[src/rtl/msi_pkg.sv]
// Shared MSI bus definitions: command encodings, default bus geometry and
// the memory responder's state type.
package msi_pkg;

  localparam int ADDR_SIZE_DEF       = 32;
  localparam int CACHE_LINE_SIZE_DEF = 128;

  typedef enum logic [1:0] {
    CMD_RD    = 2'd0,
    CMD_RDX   = 2'd1,
    CMD_UPGR  = 2'd2,
    CMD_FLUSH = 2'd3
  } bus_cmd_e;

  typedef enum logic [1:0] {
    ST_IDLE,
    ST_READ_WAIT,
    ST_RESPOND,
    ST_WRITE
  } resp_state_e;

endpackage

[src/rtl/bus_mem_responder_if.sv]
// Snooping-bus view of the memory responder: the granted command, the
// intervention path and the responder's read-data/status outputs.
interface bus_mem_responder_if
  import msi_pkg::*;
#(
  parameter int ADDR_SIZE       = ADDR_SIZE_DEF,
  parameter int CACHE_LINE_SIZE = CACHE_LINE_SIZE_DEF
) ();

  logic                       bus_valid_i;
  logic [1:0]                 bus_cmd_i;
  logic [ADDR_SIZE-1:0]       bus_addr_i;
  logic [CACHE_LINE_SIZE-1:0] bus_data_i;
  logic                       bus_flush_i;
  logic                       mem_busy_o;
  logic                       resp_valid_o;
  logic [CACHE_LINE_SIZE-1:0] resp_data_o;
  logic [ADDR_SIZE-1:0]       resp_addr_o;
  logic                       err_o;

  modport master (
    output bus_valid_i, bus_cmd_i, bus_addr_i, bus_data_i, bus_flush_i,
    input  mem_busy_o, resp_valid_o, resp_data_o, resp_addr_o, err_o
  );

  modport slave (
    input  bus_valid_i, bus_cmd_i, bus_addr_i, bus_data_i, bus_flush_i,
    output mem_busy_o, resp_valid_o, resp_data_o, resp_addr_o, err_o
  );

endinterface

[src/rtl/bus_mem_responder_mem_array.sv]
// Backing store: LINES x WIDTH, synchronous write, combinational read on a
// shared line index.
module mem_array #(
  parameter int LINES = 16,
  parameter int WIDTH = 128,
  parameter int IDX_W = $clog2(LINES)
) (
  input  logic             clk_i,
  input  logic             we_i,
  input  logic [IDX_W-1:0] idx_i,
  input  logic [WIDTH-1:0] wdata_i,
  output logic [WIDTH-1:0] rdata_o
);

  logic [WIDTH-1:0] mem_q [LINES];

  // NOTE: the array has no reset; contents survive rst_i and start undefined,
  // which also lets synthesis map it onto RAM.
  // NOTE: clocked state uses <= so every flop samples pre-edge values.
  always_ff @(posedge clk_i) begin
    if (we_i) mem_q[idx_i] <= wdata_i;
  end

  assign rdata_o = mem_q[idx_i];

endmodule

[src/rtl/bus_mem_responder.sv]
// Memory responder on the MSI snooping bus: fixed-latency line reads with
// cache intervention, line write-back, and a sticky protocol-error flag.
module bus_mem_responder
  import msi_pkg::*;
#(
  parameter int ADDR_SIZE       = ADDR_SIZE_DEF,
  parameter int CACHE_LINE_SIZE = CACHE_LINE_SIZE_DEF,
  parameter int MEM_LINES       = 16,
  parameter int MEM_LATENCY     = 4
) (
  input logic                clk_i,
  input logic                rst_i,
  bus_mem_responder_if.slave bus
);

  localparam int OFF   = $clog2(CACHE_LINE_SIZE / 8);
  localparam int IDX   = $clog2(MEM_LINES);
  localparam int CNT_W = $clog2(MEM_LATENCY);

  typedef logic [ADDR_SIZE-OFF-1:0] line_t;

  resp_state_e                state_q, state_d;
  logic [CNT_W-1:0]           cnt_q, cnt_d;
  line_t                      line_q, line_d;
  logic [CACHE_LINE_SIZE-1:0] wdata_q, wdata_d;
  logic                       resp_valid_q, resp_valid_d;
  logic [CACHE_LINE_SIZE-1:0] resp_data_q, resp_data_d;
  logic [ADDR_SIZE-1:0]       resp_addr_q, resp_addr_d;
  logic                       err_q, err_d;

  logic                       mem_we;
  logic [CACHE_LINE_SIZE-1:0] mem_wdata;
  logic [CACHE_LINE_SIZE-1:0] mem_rdata;
  line_t                      bus_line;
  logic                       flush_hit;

  assign bus_line  = bus.bus_addr_i[ADDR_SIZE-1:OFF];
  assign flush_hit = (state_q == ST_READ_WAIT) && bus.bus_flush_i && (bus_line == line_q);

  mem_array #(
    .LINES(MEM_LINES),
    .WIDTH(CACHE_LINE_SIZE)
  ) u_mem (
    .clk_i  (clk_i),
    .we_i   (mem_we),
    .idx_i  (line_q[IDX-1:0]),
    .wdata_i(mem_wdata),
    .rdata_o(mem_rdata)
  );

  always_comb begin
    // NOTE: every signal gets a default first so no path leaves a latch.
    state_d      = state_q;
    cnt_d        = cnt_q;
    line_d       = line_q;
    wdata_d      = wdata_q;
    resp_valid_d = 1'b0;
    resp_data_d  = '0;
    resp_addr_d  = '0;
    err_d        = err_q | (bus.bus_valid_i && (state_q != ST_IDLE));
    mem_we       = 1'b0;
    mem_wdata    = wdata_q;

    case (state_q)
      ST_IDLE: begin
        if (bus.bus_valid_i) begin
          case (bus_cmd_e'(bus.bus_cmd_i))
            CMD_RD, CMD_RDX: begin
              line_d  = bus_line;
              cnt_d   = CNT_W'(MEM_LATENCY - 2);
              state_d = ST_READ_WAIT;
            end
            CMD_FLUSH: begin
              line_d  = bus_line;
              wdata_d = bus.bus_data_i;
              state_d = ST_WRITE;
            end
            default: ;  // UPGR is a pure coherence action, memory stays out
          endcase
        end
      end
      ST_READ_WAIT: begin
        if (flush_hit) begin
          // A modified copy supplies the line: adopt it and drop the response.
          mem_we    = 1'b1;
          mem_wdata = bus.bus_data_i;
          state_d   = ST_IDLE;
        end else if (cnt_q == '0) begin
          resp_valid_d = 1'b1;
          resp_data_d  = mem_rdata;
          resp_addr_d  = {line_q, {OFF{1'b0}}};
          state_d      = ST_RESPOND;
        end else begin
          cnt_d = cnt_q - CNT_W'(1);
        end
      end
      ST_RESPOND: state_d = ST_IDLE;
      ST_WRITE: begin
        mem_we  = 1'b1;
        state_d = ST_IDLE;
      end
      default: state_d = ST_IDLE;
    endcase
  end

  always_ff @(posedge clk_i or posedge rst_i) begin
    if (rst_i) begin
      state_q      <= ST_IDLE;
      cnt_q        <= '0;
      line_q       <= '0;
      wdata_q      <= '0;
      resp_valid_q <= 1'b0;
      resp_data_q  <= '0;
      resp_addr_q  <= '0;
      err_q        <= 1'b0;
    end else begin
      state_q      <= state_d;
      cnt_q        <= cnt_d;
      line_q       <= line_d;
      wdata_q      <= wdata_d;
      resp_valid_q <= resp_valid_d;
      resp_data_q  <= resp_data_d;
      resp_addr_q  <= resp_addr_d;
      err_q        <= err_d;
    end
  end

  assign bus.mem_busy_o   = (state_q != ST_IDLE);
  assign bus.resp_valid_o = resp_valid_q;
  assign bus.resp_data_o  = resp_data_q;
  assign bus.resp_addr_o  = resp_addr_q;
  assign bus.err_o        = err_q;

endmodule

[src/flat_wrapper.sv]
// flat-port wrapper written by rule: the top's interface ports become plain ports
module bus_mem_responder_flat import msi_pkg::*;
#(
  parameter int ADDR_SIZE       = ADDR_SIZE_DEF,
  parameter int CACHE_LINE_SIZE = CACHE_LINE_SIZE_DEF,
  parameter int MEM_LINES       = 16,
  parameter int MEM_LATENCY     = 4
)
  (clk_i, rst_i, bus_bus_valid_i, bus_bus_cmd_i, bus_bus_addr_i, bus_bus_data_i, bus_bus_flush_i, bus_mem_busy_o, bus_resp_valid_o, bus_resp_data_o, bus_resp_addr_o, bus_err_o);
  bus_mem_responder_if #(.ADDR_SIZE(ADDR_SIZE), .CACHE_LINE_SIZE(CACHE_LINE_SIZE)) bus_i ();
  input logic clk_i;
  input logic rst_i;
  input wire logic [$bits(bus_i.bus_valid_i)-1:0] bus_bus_valid_i;
  input wire logic [$bits(bus_i.bus_cmd_i)-1:0] bus_bus_cmd_i;
  input wire logic [$bits(bus_i.bus_addr_i)-1:0] bus_bus_addr_i;
  input wire logic [$bits(bus_i.bus_data_i)-1:0] bus_bus_data_i;
  input wire logic [$bits(bus_i.bus_flush_i)-1:0] bus_bus_flush_i;
  output wire logic [$bits(bus_i.mem_busy_o)-1:0] bus_mem_busy_o;
  output wire logic [$bits(bus_i.resp_valid_o)-1:0] bus_resp_valid_o;
  output wire logic [$bits(bus_i.resp_data_o)-1:0] bus_resp_data_o;
  output wire logic [$bits(bus_i.resp_addr_o)-1:0] bus_resp_addr_o;
  output wire logic [$bits(bus_i.err_o)-1:0] bus_err_o;
  assign bus_i.bus_valid_i = bus_bus_valid_i;
  assign bus_i.bus_cmd_i = bus_bus_cmd_i;
  assign bus_i.bus_addr_i = bus_bus_addr_i;
  assign bus_i.bus_data_i = bus_bus_data_i;
  assign bus_i.bus_flush_i = bus_bus_flush_i;
  assign bus_mem_busy_o = bus_i.mem_busy_o;
  assign bus_resp_valid_o = bus_i.resp_valid_o;
  assign bus_resp_data_o = bus_i.resp_data_o;
  assign bus_resp_addr_o = bus_i.resp_addr_o;
  assign bus_err_o = bus_i.err_o;
  bus_mem_responder #(.ADDR_SIZE(ADDR_SIZE), .CACHE_LINE_SIZE(CACHE_LINE_SIZE), .MEM_LINES(MEM_LINES), .MEM_LATENCY(MEM_LATENCY)) u_core (.clk_i(clk_i), .rst_i(rst_i), .bus(bus_i));
endmodule
[config.mk]
export PLATFORM = sky130hd
export DESIGN_NAME = bus_mem_responder_flat
export DESIGN_NICKNAME = d
export VERILOG_FILES = /design/src/rtl/msi_pkg.sv /design/src/rtl/bus_mem_responder_if.sv /design/src/rtl/bus_mem_responder_mem_array.sv /design/src/rtl/bus_mem_responder.sv /design/src/flat_wrapper.sv
export SDC_FILE = /design/constraint.sdc
export NUM_CORES = 2
export LEC_CHECK = 0
export BUFFER_PORTS_ARGS = -buffer_cell sky130_fd_sc_hd__clkbuf_2
export CORE_UTILIZATION = 40
export CTS_CLUSTER_SIZE = 12
export DETAILED_ROUTE_END_ITERATION = 8
export PLACE_DENSITY_LB_ADDON = 0.12
export SLEW_MARGIN = 20
export SYNTH_ARGS = -nofsm -noshare
export SYNTH_HDL_FRONTEND = slang
export SYNTH_SLANG_ARGS = --single-unit
[constraint.sdc]
create_clock -name clk_i -period 19.9 [get_ports clk_i]
set_input_delay 1.99 -clock clk_i [delete_from_list [all_inputs] [get_ports clk_i]]
set_output_delay 1.99 -clock clk_i [all_outputs]
set_load 0.03 [all_outputs]
==> impl_metrics.py <==
metrics = {
    "final_layout": {
        "final_util": 0.465,
        "mostFrequentLayoutCell": "edfxtp_1",
        "drive_above_1_share": 0.360,
        "finalNonFillerCells": 7439,
        "finalNetCount": 4431,
        "area_growth_pct": 15.2,
        "final_cell_mix": "2048 x edfxtp_1, 640 x mux4_2, 320 x clkbuf_2, 315 x dfrtp_1, 284 x clkbuf_16",
        "finalInstanceArea_um2": 103000,
    },
    "floorplan": {
        "die_h_um": 476,
        "row_count": 173,
        "coreArea_um2": 223000,
        "initial_core_util": 0.403,
        "boundaryPins": 329,
        "die-area_um2": 226000,
        "die_x_um": 476,
    },
    "worst_hold_path": {
        "whs_path_depth": 1,
        "whs_endpoint": "u_core.bus.err_o$_DFF_PP0_",
        "hp-class": "reg2reg",
        "hold_start": "u_core.bus.err_o$_DFF_PP0_",
    },
    "worst_setup_path": {
        "start_kind": "primary input",
        "reg2reg_setup_slack_ns": 14.69,
        "crit_type": "in2reg",
        "rr_startpoint": "u_core.line_q[1]$_DFFE_PP0P_",
        "r2r-end": "u_core.bus.resp_data_o[27]$_DFF_PP0_",
        "arrival_ns": 5.86,
        "ff2ff_path_depth": 7,
        "end_kind": "flip-flop",
        "worst_ep_required_time_ns": 20.44,
        "path_max_fanout": 43,
    },
    "timing": {
        "fin_crit_sh": 0.267,
        "tightest_slew_ns": 1.03,
        "finClkSkew_ns": 0.0413,
        "setup_violations": 0,
        "worst_slack_ns": 14.58,
        "clock.fmax_mhz": 188,
        "rsz0062_at_grt": "false",
        "relSlewSlack": 0.315,
        "tns_ns": 0,
        "period_minus_slack_ns": 5.32,
        "drv_slew": 0,
        "fin_hold_ws_ns": 0.484,
        "hold_viol_final": 0,
    },
    "clock_tree": {
        "cts_resized": 0,
        "path_clk_slew_ns": 0.06,
        "cts_buffers": 275,
        "post_cts_buffers": 0,
        "ctsLongestPathBuffers": 4,
        "cts_tree": "done",
        "clock_latency_ns": 0.91,
        "cts_sinks": 2366,
        "cts_root_buf": "clkbuf_16",
        "htreeDepth": 5,
        "hold_buffers": 0,
    },
    "global_routing": {
        "overflow": 0,
        "met2_usage": 0.332,
        "busiest_layer": "met2",
        "grt_use_total": 0.195,
        "grt_max_degree": 119,
        "use_met1": 0.265,
        "met3_usage": 0.0289,
        "grt_pass1_wl_um": 315000,
        "antenna_found_initial": 10,
        "grt_pass1_vias": 43185,
    },
    "yosys": {
        "yosysTopAreaCell": "edfxtp_1",
        "synth_flop_cell": "edfxtp_1",
        "synth-seq-area-share": 0.774,
        "syn_inst": 3773,
        "async_flop_share": 0.134,
        "synth.area.top_cells": "edfxtp_1 69%, mux4_2 16%, dfrtp_1 8.9%",
        "syn_area_um2": 89700,
        "synth_area_per_cell_um2": 23.8,
        "synth.top_cell.area_share": 0.685,
        "synth_seq_cells": 2366,
        "synth_edf_count": 2048,
        "ys.warnings.count": 0,
        "yosysUniqueCellTypes": 32,
    },
    "flow_run": {
        "cap_violations": 0,
    },
    "drt": {
        "route.detailed.drc": 0,
        "num_vias": 40163,
        "antenna_left": 0,
        "dr.first_iter.drc_count": 3079,
        "drt_wl_total_um": 218000,
        "wl_per_cell_um": 29.3,
        "viasPerCell": 5.40,
        "firstDrtPassIters": 5,
    },
    "placed_design": {
        "io_buffer_count": 320,
        "postPlaceCellArea_um2": 95000,
        "post-place-cells": 6962,
        "dp_slack_ns": 13.60,
        "dpl.hpwl_um": 107000,
        "gp_congestion": 0.707,
    },
    "power": {
        "power.total_mw": 15.1,
        "p_leak_nw": 34.4,
        "ir_drop_mv": 0.133,
        "power_density_nw_per_um2": 146,
    },
    "outcome": {
        "status": "finished, final reports clean",
    },
}
## metal layers
metal	up-vias	part of all wire	routed length (um)
met5	-	0	0
met4	0	0.017	3680
met3	272	0.040	8630
met2	913	0.51	112000
met1	22224	0.43	94000
li1	16754	-	-
## report_power, final
group	total (mW)	switching, mW	internal, mW
combinational	3.79	2.07	1.72
clock	4.71	1.90	2.81
sequential	6.56	0.198	6.36
## cells in the mapped netlist, types with 4 or more instances
cell type  instances
nor2_1            35
nand3_1            5
mux2_1           106
buf_4              8
nand2_1            4
nor3_1            10
buf_6             16
nor4_1            20
xor2_1            28
mux4_2           640
dfrtp_1          318
edfxtp_1        2048
buf_1             22
mux2_2           179
nor2b_1          128
clkbuf_1          77
nand4_1            4
buf_2             78
inv_1             32
## cells by family (layout without fill, tap and decap cells)
logic type / Yosys count / count (layout) / share of synthesized area
buffers and inverters: 235 / 917 / 0.0126
DFF: 2366 / 2366 / 0.774
adders and majority gates: 1 / 1 / 0.000139
muxes: 926 / 926 / 0.197
AOI/OAI and AO/OA: 6 / 6 / 0.000586
and+or+nand+nor: 210 / 210 / 0.0134
other: 1 / 10 / 0.0000418
xor gates and xnor gates: 28 / 28 / 0.00273
## critical path, stage by stage
cell	delay (ns)
clkbuf_2	0.10
xor2_1	0.17
nor4_1	0.31
nand4_1	0.23
nor2_4	0.84
buf_4	0.66
buf_4	0.84
mux2_1	0.60
## sequential cells by signal, indices dropped and copies added, names as in the netlist
signal                   count
u_core.u_mem.mem_q        2048
u_core.bus.resp_data_o     128
u_core.wdata_q             128
u_core.bus.resp_addr_o      28
u_core.line_q               28
u_core.cnt_q                 2
u_core.state_q               2
u_core.bus.err_o             1
u_core.bus.resp_valid_o      1
## final cells by class
class / count / area, um^2
Sequential cell: 2366 / 69500
Clock buffer: 420 / 7930
Clock inverter: 51 / 402
Antenna cell: 6 / 15.0
Inverter: 34 / 143
Fill cell: 18643 / 119000
Timing Repair Buffer: 412 / 2420
Multi-Input combinational cell: 1175 / 19300
Tap cell: 2975 / 3720
## how the worst max path moves through the flow
stage / start / endpoint / slack [ns]
after floorplan: bus_bus_addr_i[27] / u_core.u_mem.mem_q[15][0]$_DFFE_PP_ / 3.86
after global placement: bus_bus_addr_i[7] / u_core.u_mem.mem_q[8][39]$_DFFE_PP_ / 13.56
after detailed placement: bus_bus_addr_i[7] / u_core.u_mem.mem_q[8][39]$_DFFE_PP_ / 13.60
after CTS: u_core.line_q[0]$_DFFE_PP0P_ / u_core.bus.resp_data_o[46]$_DFF_PP0_ / 14.48
after global routing: u_core.line_q[0]$_DFFE_PP0P_ / u_core.bus.resp_data_o[46]$_DFF_PP0_ / 14.19
final: bus_bus_addr_i[7] / u_core.u_mem.mem_q[13][34]$_DFFE_PP_ / 14.58
Power figures use the tool's default switching activity.
